### src/rtl/int_ctrl.sv
// Four-source edge-latched interrupt controller: fixed priority (source 0 highest),
// per-source mask, one-cycle request with handler vector, single-level service until fin.
module int_ctrl #(
  parameter logic [9:0] VEC0 = 10'h3F0,
  parameter logic [9:0] VEC1 = 10'h3F4,
  parameter logic [9:0] VEC2 = 10'h3F8,
  parameter logic [9:0] VEC3 = 10'h3FC
) (
  input  logic       clk,
  input  logic       reset,
  input  logic [3:0] irq,
  input  logic       int_en,
  input  logic       mask_we,
  input  logic [3:0] mask_d,
  input  logic       fin,
  output logic       int_req,
  output logic [9:0] vector,
  output logic [1:0] active_id,
  output logic       busy,
  output logic [3:0] pending,
  output logic [3:0] mask
);

  typedef enum logic [1:0] {
    IDLE    = 2'd0,
    REQ     = 2'd1,
    SERVICE = 2'd2
  } state_t;

  state_t     state;
  state_t     state_nxt;
  logic [3:0] prev;
  logic [3:0] edge_det;
  logic [3:0] eligible;
  logic [3:0] clr;
  logic [1:0] win_id;
  logic       take;

  assign edge_det = irq & ~prev;
  assign eligible = pending & mask;

  always_comb begin
    win_id = 2'd0;
    if (eligible[0])      win_id = 2'd0;
    else if (eligible[1]) win_id = 2'd1;
    else if (eligible[2]) win_id = 2'd2;
    else if (eligible[3]) win_id = 2'd3;
  end

  always_comb begin
    state_nxt = state;
    take      = 1'b0;
    clr       = 4'b0000;
    int_req   = 1'b0;
    busy      = 1'b0;
    case (state)
      IDLE: begin
        if (int_en && (eligible != 4'b0000)) begin
          take      = 1'b1;
          state_nxt = REQ;
        end
      end
      REQ: begin
        int_req   = 1'b1;
        busy      = 1'b1;
        state_nxt = SERVICE;
      end
      SERVICE: begin
        busy = 1'b1;
        if (fin) begin
          clr       = 4'b0001 << active_id;
          state_nxt = IDLE;
        end
      end
      default: state_nxt = IDLE;
    endcase
  end

  always_comb begin
    vector = 10'h000;
    if (busy) begin
      case (active_id)
        2'd0:    vector = VEC0;
        2'd1:    vector = VEC1;
        2'd2:    vector = VEC2;
        default: vector = VEC3;
      endcase
    end
  end

  always_ff @(posedge clk or negedge reset) begin
    if (!reset) begin
      state <= IDLE;
    end else begin
      state <= state_nxt;
    end
  end

  // A new edge on the source being retired outranks its clear.
  always_ff @(posedge clk or negedge reset) begin
    if (!reset) begin
      prev      <= 4'b0000;
      pending   <= 4'b0000;
      mask      <= 4'b1111;
      active_id <= 2'd0;
    end else begin
      prev    <= irq;
      pending <= (pending & ~clr) | edge_det;
      if (mask_we) begin
        mask <= mask_d;
      end
      if (take) begin
        active_id <= win_id;
      end
    end
  end

endmodule

### config.mk
export PLATFORM = sky130hd
export DESIGN_NAME = int_ctrl
export DESIGN_NICKNAME = d
export VERILOG_FILES = /design/src/rtl/int_ctrl.sv
export SDC_FILE = /design/constraint.sdc
export NUM_CORES = 1
export LEC_CHECK = 0
export BUFFER_PORTS_ARGS = -buffer_cell sky130_fd_sc_hd__buf_2
export CORE_MARGIN = 2
export CORE_UTILIZATION = 40
export DETAILED_ROUTE_END_ITERATION = 16
export GPL_TIMING_DRIVEN = 0
export PLACE_DENSITY = 0.73
export SLEW_MARGIN = 30
export SYNTH_ARGS = -nofsm -noshare
export SYNTH_HDL_FRONTEND = slang
export SYNTH_SLANG_ARGS = --single-unit
### constraint.sdc
create_clock -name clk -period 2.9 [get_ports clk]
set_input_delay 0.435 -clock clk [delete_from_list [all_inputs] [get_ports clk]]
set_output_delay 0.435 -clock clk [all_outputs]
set_load 0.01 [all_outputs]
### Yosys cells after proc, flatten, opt, wreduce, memory -nomap -nowiden

Index checks and enable logic that the tools add are counted.

* eq/ne operators: 6
* shift operators: 1
* multiplexer cells: 15
* bitwise gates (word level): 6
* reduce and logical (&&, ||, !) cells: 6

Operator list (number)
* $and A4 B4 Y4: 3
* $mux W2: 6
* $pmux W4 S3: 1
* $mux W10: 1
* $mux W4: 2
* $not A4 Y4: 2
* $pmux W2 S3: 1
* $eq A2 B1 Y1 const B: 2
* $eq A2 B2 Y1 const B: 2
* $logic_not A2 Y1: 2
* $mux W1: 4
* $ne A2 B2 Y1 const B: 2
* $or A4 B4 Y4: 1
* $reduce_bool A4 Y1: 1
* $shl A1 B2 Y4 const A: 1
* $reduce_and A2 Y1: 1
* $reduce_or A2 Y1: 1
* $logic_and A1 B1 Y1: 1

* register bits: 16
* bits of input ports: 13
* output and inout port bits: 22
* word-level logic and storage cells: 39

### Logic depth before layout (Yosys ltp)

Gate-level depths: netlist of run 1.

* word-level depth: 6
* mapped depth: 6
* gate-level depth less buffers: 6

### Worst setup path before layout of run 1

No wires, ideal clock.

* path type: register to register
* from: register state[0]
* to: register state[1]
* library setup time: 128 ps
* arrival: 1328 ps
* data required time: 2772 ps
* slack: 1445 ps
* stages on the path, launching flop included: 7
* buffers on the path: 0
* clock period less this slack: 1455 ps
* cell sequence: dfrtp_1 > inv_1 > ha_1 > nand2b_1 > and2b_1 > a31oi_1 > mux2_1

* longest elaborated chain between the ends: 3
* elaborated cells on any way between the ends: 7
* those cells by class: eq/ne (4); mux (1); reduce/logical (2)

Ends and longest elaborated chain
* start: declaration: RTL line 30 `state_t state;`
* start signal: assignment: RTL line 95 `state <= state_nxt;`
* $eq A2 B2 Y1 or $logic_not A2 Y1 (tied branches): RTL line 56 `case (state)`
* $ne A2 B2 Y1 (no source line)
* $reduce_and A2 Y1 (no source line)

Several ways; a longest one is shown, not always the timed one.
A chain may end at the register's enable or synchronous reset.

### Final worst setup path of run 1

* from: register state[0]
* to: output port vector[2]

* longest elaborated chain between the ends: 4
* elaborated cells on any way between the ends: 5
* those cells by class: eq/ne (2); mux (2); reduce/logical (1)

Ends and longest elaborated chain
* $eq A2 B2 Y1 or $eq A2 B1 Y1 (tied branches): RTL line 56
* $reduce_or A2 Y1 (no source line) (*)
* $mux W1 (*): RTL line 56
* $mux W10 (*): RTL line 81 `if (busy) begin`
* end: declaration: RTL line 17 `output logic [9:0] vector,`

Every way passes the cells marked *; elsewhere a longest branch is shown, timed or not.

==> results.yml, run 1 <==
outcome:
  status: "finished clean"
grt:
  grt_pass1_wl_um: 2160
  antenna_found_initial: 0
  grt_usage_pct: 13.7
  grt_start_max_net_pins: 17
  grt_overflow_total: 0
  grt_pass1_vias: 530
critical_path:
  cp_max_fo: 9
  worstReg2RegEnd: "state[1]"
  worst-path-stages: 4
  critical_path.max_stage_delay_ns: 0.39
  critPathSlowestCell: "ha_1"
  timing.rr.start: "state[0]"
  crit_start: "state[0]"
  worst_setup_path_end_kind: "primary output"
  path_class: "flip-flop to primary output"
  crit_buf_inv: 2
  worstPathRequired_ns: 2.47
  critPathArrivalTime_ns: 1.42
  r2r_cells: 6
  cp_top_family: "adder cells"
  crit_end: "vector[2]"
  crit_chain: "inv_1 > ha_1 > and2_1 > buf_2"
  cp-start-kind: "flip-flop"
  reg2reg_slack_ns: 1.33
floorplanning:
  fp.coreArea_um2: 1760
  ios: 35
  rows: 15
  die_h_um: 47.7
  start_util_pct: 43.3
  dieArea_um2: 2270
  die_w_um: 47.7
clocking:
  ctsHoldBuffers: 0
  cts_buffer_depth: 2
  cts_root_buffer: "clkbuf_4"
  post_cts_buffers: 0
  clock_latency_ns: 0.27
  numCtsBuffers: 3
  clkSlewWorstSetupHoldPaths_ns: 0.09
  cts.sinks: 16
  htreeDepth: 1
  tritoncts: "done"
  cts_resized: 0
placed_design:
  hpwl_um: 1140
  io_buffers: 32
  place_area_um2: 958
  gp_congestion: 0.743
layout:
  nFillCells: 181
  syn_to_final_growth_pct: 29.0
  diodes: 0
  final_area_um2: 985
  finalCoreUtilization_pct: 55.8
  fin_nets: 122
  layout-drive-gt1-share_pct: 46.7
synthesis:
  syn_area_per_cell_um2: 11.2
  yosys_warnings: 0
  synth_cell_type_count: 22
  synth_area_um2: 763
  syn_inst: 68
  ys_ff_latch: 16
  yosysSeqAreaShare_pct: 53.1
power_and_ir_drop:
  p_sw_uw: 318
  p_clk_share_pct: 13.4
  pwr-share-seq_pct: 35.8
  ir_worst_vdd_mv: 0.535
  swShare_pct: 36.2
  power_frac_comb_pct: 50.8
  intPower_uw: 560
  p_leak_nw: 0.496
  p_per_area_nw_per_um2: 892
routing:
  via_per_inst: 4.50
  first_pass_iters: 3
  wirelength_um: 1370
  maxUsedRoutingLayer: "met4"
  ant_nets: 0
  wl_per_cell_um: 10.5
  drc_errors: 0
  m1WireLength_um: 612
  drtIter0Drc: 6
  routed-wl-met3_um: 86
  num_vias: 585
  wl_met2_um: 658
sta:
  slew_violations: 0
  hold_viol: 0
  setup_viol: 0
  fmax_mhz: 539
  finClkSkew_ns: 0.00355
  rsz0062_at_grt: "no"
  fin_setup_tns_ns: 0
  fin_crit_sh_pct: 64.0
  period_needed_ns: 1.86
job:
  cap_violations: 0
min_path:
  hold_class: "primary input to async pin"
==> cells in the mapped netlist <==
master	instances	area share, %
a31oi_1	1	0.82
a32oi_1	1	1.1
and2b_1	1	0.98
a21oi_1	3	2.0
nand2_1	3	1.5
ha_1	3	4.9
nand4_1	1	0.82
o21ai_1	4	2.6
buf_4	8	7.9
mux2_1	6	8.9
and2_1	2	1.6
nand3_1	2	1.3
nand3b_1	1	0.98
inv_1	7	3.4
nand2b_1	1	0.82
dfrtp_1	12	39
o22a_1	1	1.1
o21ai_0	4	2.6
dfstp_2	4	14
nand3_2	1	1.3
conb_1	1	0.49
a22oi_2	1	1.6
==> power by group through the flow <==
stage | Combinational [mW] | Sequential, mW | Clock [mW]
finish | 0.446 | 0.314 | 0.118
global route | 0.504 | 0.322 | 0.130
CTS | 0.454 | 0.315 | 0.121
detailed placement | 0.453 | 0.320 | 0
global placement | 0.443 | 0.317 | 0
floorplan | 0.285 | 0.326 | 0
==> layout by cell type, fill, tap and decap left out <==
master / synthesis / routed
ha_1: 3 / 3
o21ai_1: 4 / 4
inv_1: 7 / 7
dfstp_2: 4 / 4
nand3_1: 2 / 2
clkbuf_1: 0 / 1
a31oi_1: 1 / 1
o21ai_0: 4 / 4
nand4_1: 1 / 1
mux2_1: 6 / 6
nand2b_1: 1 / 1
a21oi_1: 3 / 3
and2_1: 2 / 2
buf_4: 8 / 8
nand3_2: 1 / 1
dfrtp_1: 12 / 12
nand3b_1: 1 / 1
and2b_1: 1 / 1
o22a_1: 1 / 1
nand2_1: 3 / 3
buf_2: 0 / 32
a32oi_1: 1 / 1
conb_1: 1 / 2
clkbuf_4: 0 / 3
a22oi_2: 1 / 1
==> cells by family after synthesis <==
kind of cell	Yosys count	synth area share (%)
other	1	0.491
and+or+nand+nor	12	9.35
AOI/OAI and AO/OA	15	12.0
adders and majority gates	3	4.92
buffers and inverters	15	11.3
DFF	16	53.1
muxes	6	8.85
==> how the worst min path moves through the flow <==
stage	from	to	slack [ns]	cells past startpoint
3_5_place_dp	reset	prev[3]	0.36	1
3_3_place_gp	reset	prev[3]	0.36	1
6_report	reset	prev[1]	0.05	1
2_1_floorplan	reset	active_id[0]	0.14	0
4_1_cts	reset	prev[1]	0.06	1
5_1_grt	reset	prev[1]	0.07	1
==> per-layer routing <==
| metal | track usage (%) | up-vias |
|---|---|---|
| met5 | 0 | - |
| met4 | 4.86 | 0 |
| met3 | 3.77 | 2 |
| met2 | 22.9 | 20 |
| met1 | 16.9 | 268 |
| li1 | - | 295 |
==> sequential cells by signal (all words and copies together) (netlist names) <==
register / count
mask: 4
pending: 4
prev: 4
active_id: 2
state: 2
==> worst register-to-register path, cell delays in order (launching register included) <==
cell and delay [ns]:
dfrtp_1 0.39, inv_1 0.10, ha_1 0.19, nand2b_1 0.09, and2b_1 0.17, a31oi_1 0.16
mux2_1 0.35
==> per-stage QoR <==
| stage | power, mW | hold WS, ns | setup slack [ns] | std cells |
|---|---|---|---|---|
| after floorplan | 0.611 | 0.139 | 1.44 | 69 |
| after global placement | 0.760 | 0.359 | 1.36 | 126 |
| after detailed placement | 0.773 | 0.362 | 1.33 | 126 |
| after CTS | 0.890 | 0.0573 | 1.02 | 130 |
| after global routing | 0.956 | 0.0677 | 0.974 | 130 |
| final | 0.878 | 0.0511 | 1.04 | 130 |
==> area by class of cell <==
class                           instances  area (µm²)  share of cell area, %
Inverter                                7        26.3                   2.67
Sequential cell                        16         405                   41.2
Tap cell                               25        31.3                   3.18
Multi-Input combinational cell         38         275                   28.0
Clock buffer                            4        26.3                   2.67
Buffer                                  8        60.1                   6.10
Timing Repair Buffer                   32         160                   16.3
Note: power is estimated with default switching activity, not from simulation.
==> inputs of run 2 (changes only) <==
--- a/config.mk
+++ b/config.mk
@@ -5,6 +5,7 @@
 export SDC_FILE = /design/constraint.sdc
 export NUM_CORES = 1
 export LEC_CHECK = 0
+export ABC_AREA = 1
 export BUFFER_PORTS_ARGS = -buffer_cell sky130_fd_sc_hd__buf_2
 export CORE_MARGIN = 2
 export CORE_UTILIZATION = 40
==> constraint.sdc (replaced) <==
create_clock -name clk -period 1.85 [get_ports clk]
set_input_delay 0.2775 -clock clk [delete_from_list [all_inputs] [get_ports clk]]
set_output_delay 0.2775 -clock clk [all_outputs]
set_load 0.01 [all_outputs]
==> run 2 against run 1 <==
  * Total power up 60%
  * Register-to-register slack worse by 0.74 ns
  * Final cell count up 10%
  * First-iteration DRC count up 50%
  * Clock power up 58%
  * Largest cell class unchanged
  * Core utilization up 0.99 points
  * Critical path depth unchanged
  * Clock-buffer cell count unchanged
  * Critical path type unchanged
  * Sequential power up 54%
  * Area after synthesis up 0.98%
  * Critical endpoint is now vector[8]
==> results.yml, run 2 <==
clocking:
  cts_resized: 0
  htreeDepth: 1
  clock_latency_ns: 0.28
  post_cts_buffers: 0
  ctsHoldBuffers: 1
  tritoncts: "done"
  cts.sinks: 16
  cts_root_buffer: "clkbuf_4"
  numCtsBuffers: 3
  clkSlewWorstSetupHoldPaths_ns: 0.09
  cts_buffer_depth: 2
routing:
  wirelength_um: 1400
  num_vias: 605
  ant_nets: 0
  first_pass_iters: 4
  drtIter0Drc: 9
  drc_errors: 0
  via_per_inst: 4.23
  wl_per_cell_um: 9.76
layout:
  finalCoreUtilization_pct: 56.8
  layout_commonest_cell: "buf_2"
  syn_to_final_growth_pct: 30.0
  final_cell_mix: "32 x buf_2, 17 x nand2_1, 12 x inv_1, 12 x dfrtp_1, 8 x buf_4"
  fin_nets: 135
  diodes: 0
  nFillCells: 174
  layout-drive-gt1-share_pct: 46.6
  reg_top3: "mask: 4 flops, pending: 4 flops, prev: 4 flops"
critical_path:
  cp-start-kind: "flip-flop"
  path_class: "flip-flop to primary output"
  worstPathRequired_ns: 1.57
  critPathArrivalTime_ns: 1.43
  worst_setup_path_end_kind: "primary output"
  cp_max_fo: 9
grt:
  grt_overflow_total: 0
  grt_usage_pct: 13.8
  grt_pass1_vias: 480
  grt_start_max_net_pins: 17
  grt_pass1_wl_um: 2090
  antenna_found_initial: 0
floorplanning:
  start_util_pct: 43.7
  dieArea_um2: 2290
  die_w_um: 47.9
  die_h_um: 47.9
  fp.coreArea_um2: 1760
  rows: 15
  ios: 35
synthesis:
  synth-main-ff-cell: "dfrtp_1"
  async_flop_share_pct: 100
  syn_inst: 80
  ys_ff_latch: 16
  syn_area_per_cell_um2: 9.63
  synth_cell_type_count: 17
  synth_top_area_cell: "dfrtp_1"
  synth_area_um2: 771
  synth_common_cells: "17 x nand2_1, 12 x dfrtp_1, 12 x inv_1"
  yosysMostFrequentCell: "nand2_1"
  synth_area_leaders: "dfrtp_1 39%, dfstp_2 14%, nand2_1 8.3%"
  synth-edff-count: 0
  synth_top_area_share_pct: 39.0
  yosys_warnings: 0
  yosysSeqAreaShare_pct: 52.6
sta:
  hold_viol: 0
  slew_violations: 0
  finClkSkew_ns: 0.00947
  fin_crit_sh_pct: 92.4
  setup_viol: 0
  period_needed_ns: 1.71
  fmax_mhz: 585
  rsz0062_at_grt: "no"
  fin_setup_tns_ns: 0
power_and_ir_drop:
  p_per_area_nw_per_um2: 1400
  ir_worst_vdd_mv: 0.707
  p_leak_nw: 0.545
min_path:
  hold_class: "primary input to flip-flop"
placed_design:
  hpwl_um: 1170
  gp_congestion: 0.692
  io_buffers: 32
outcome:
  status: "finished clean"
job:
  cap_violations: 0
-- run 2: routing by layer --
layer	track usage (%)	wire length [µm]	vias to the layer above	part of all wire, %
li1	-	-	317	-
met1	17.9	616	272	44
met2	20.8	704	14	50
met3	4.53	64	2	4.6
met4	6.49	10	0	0.72
met5	0	0	-	0
-- run 2: logic make-up after synthesis --
logic type                 synth area share (%)
AOI/OAI and AO/OA                          9.90
adders and majority gates                  4.87
buffers and inverters                      13.6
DFF                                        52.6
muxes                                      5.84
other                                     0.487
and+or+nand+nor                            12.7
-- run 2: metrics by stage --
| step | area [µm²] | setup WS, ns | instances | hold slack [ns] | total power, mW |
|---|---|---|---|---|---|
| after floorplan | 774 | 0.571 | 81 | -0.0181 | 0.970 |
| after global placement | 966 | 0.459 | 138 | 0.198 | 1.21 |
| final | 1000 | 0.140 | 143 | 0.109 | 1.40 |
| after detailed placement | 966 | 0.433 | 138 | 0.203 | 1.23 |
| after global routing | 1000 | 0.00626 | 143 | 0.0867 | 1.53 |
| after CTS | 1000 | 0.129 | 143 | 0.104 | 1.42 |
-- run 2: final cells by class --
cell class / count / area [µm²] / share of cell area, %
Multi-Input combinational cell: 45 / 264 / 26.3
Timing Repair Buffer: 33 / 170 / 17.0
Buffer: 8 / 60.1 / 5.99
Inverter: 12 / 45.0 / 4.49
Sequential cell: 16 / 405 / 40.4
Clock buffer: 4 / 26.3 / 2.62
Tap cell: 25 / 31.3 / 3.12
-- run 2: path summary, 6_finish.rpt --
kind	from	cells past startpoint	endpoint	slack, ns
worst min register to register	prev[1]	1	pending[1]	0.42
max in group asynchronous	reset	2	mask[3]	1.12
worst max-delay path	state[0]	4	vector[8]	0.14
worst min-delay path	irq[3]	1	prev[3]	0.11
min in group asynchronous	reset	2	prev[2]	0.42
worst max register to register	state[0]	5	pending[2]	0.59
-- run 2: worst max-delay path, cell delays in order, from the launching register on --
cell,delay (ns)
dfrtp_1,0.38
inv_1,0.07
ha_1,0.40
buf_4,0.17
buf_2,0.13
-- run 2: where the power goes --
| group | switching, mW | internal [mW] | total, mW |
|---|---|---|---|
| Sequential | 0.0574 | 0.427 | 0.484 |
| Clock | 0.102 | 0.0835 | 0.186 |
| Combinational | 0.374 | 0.357 | 0.731 |
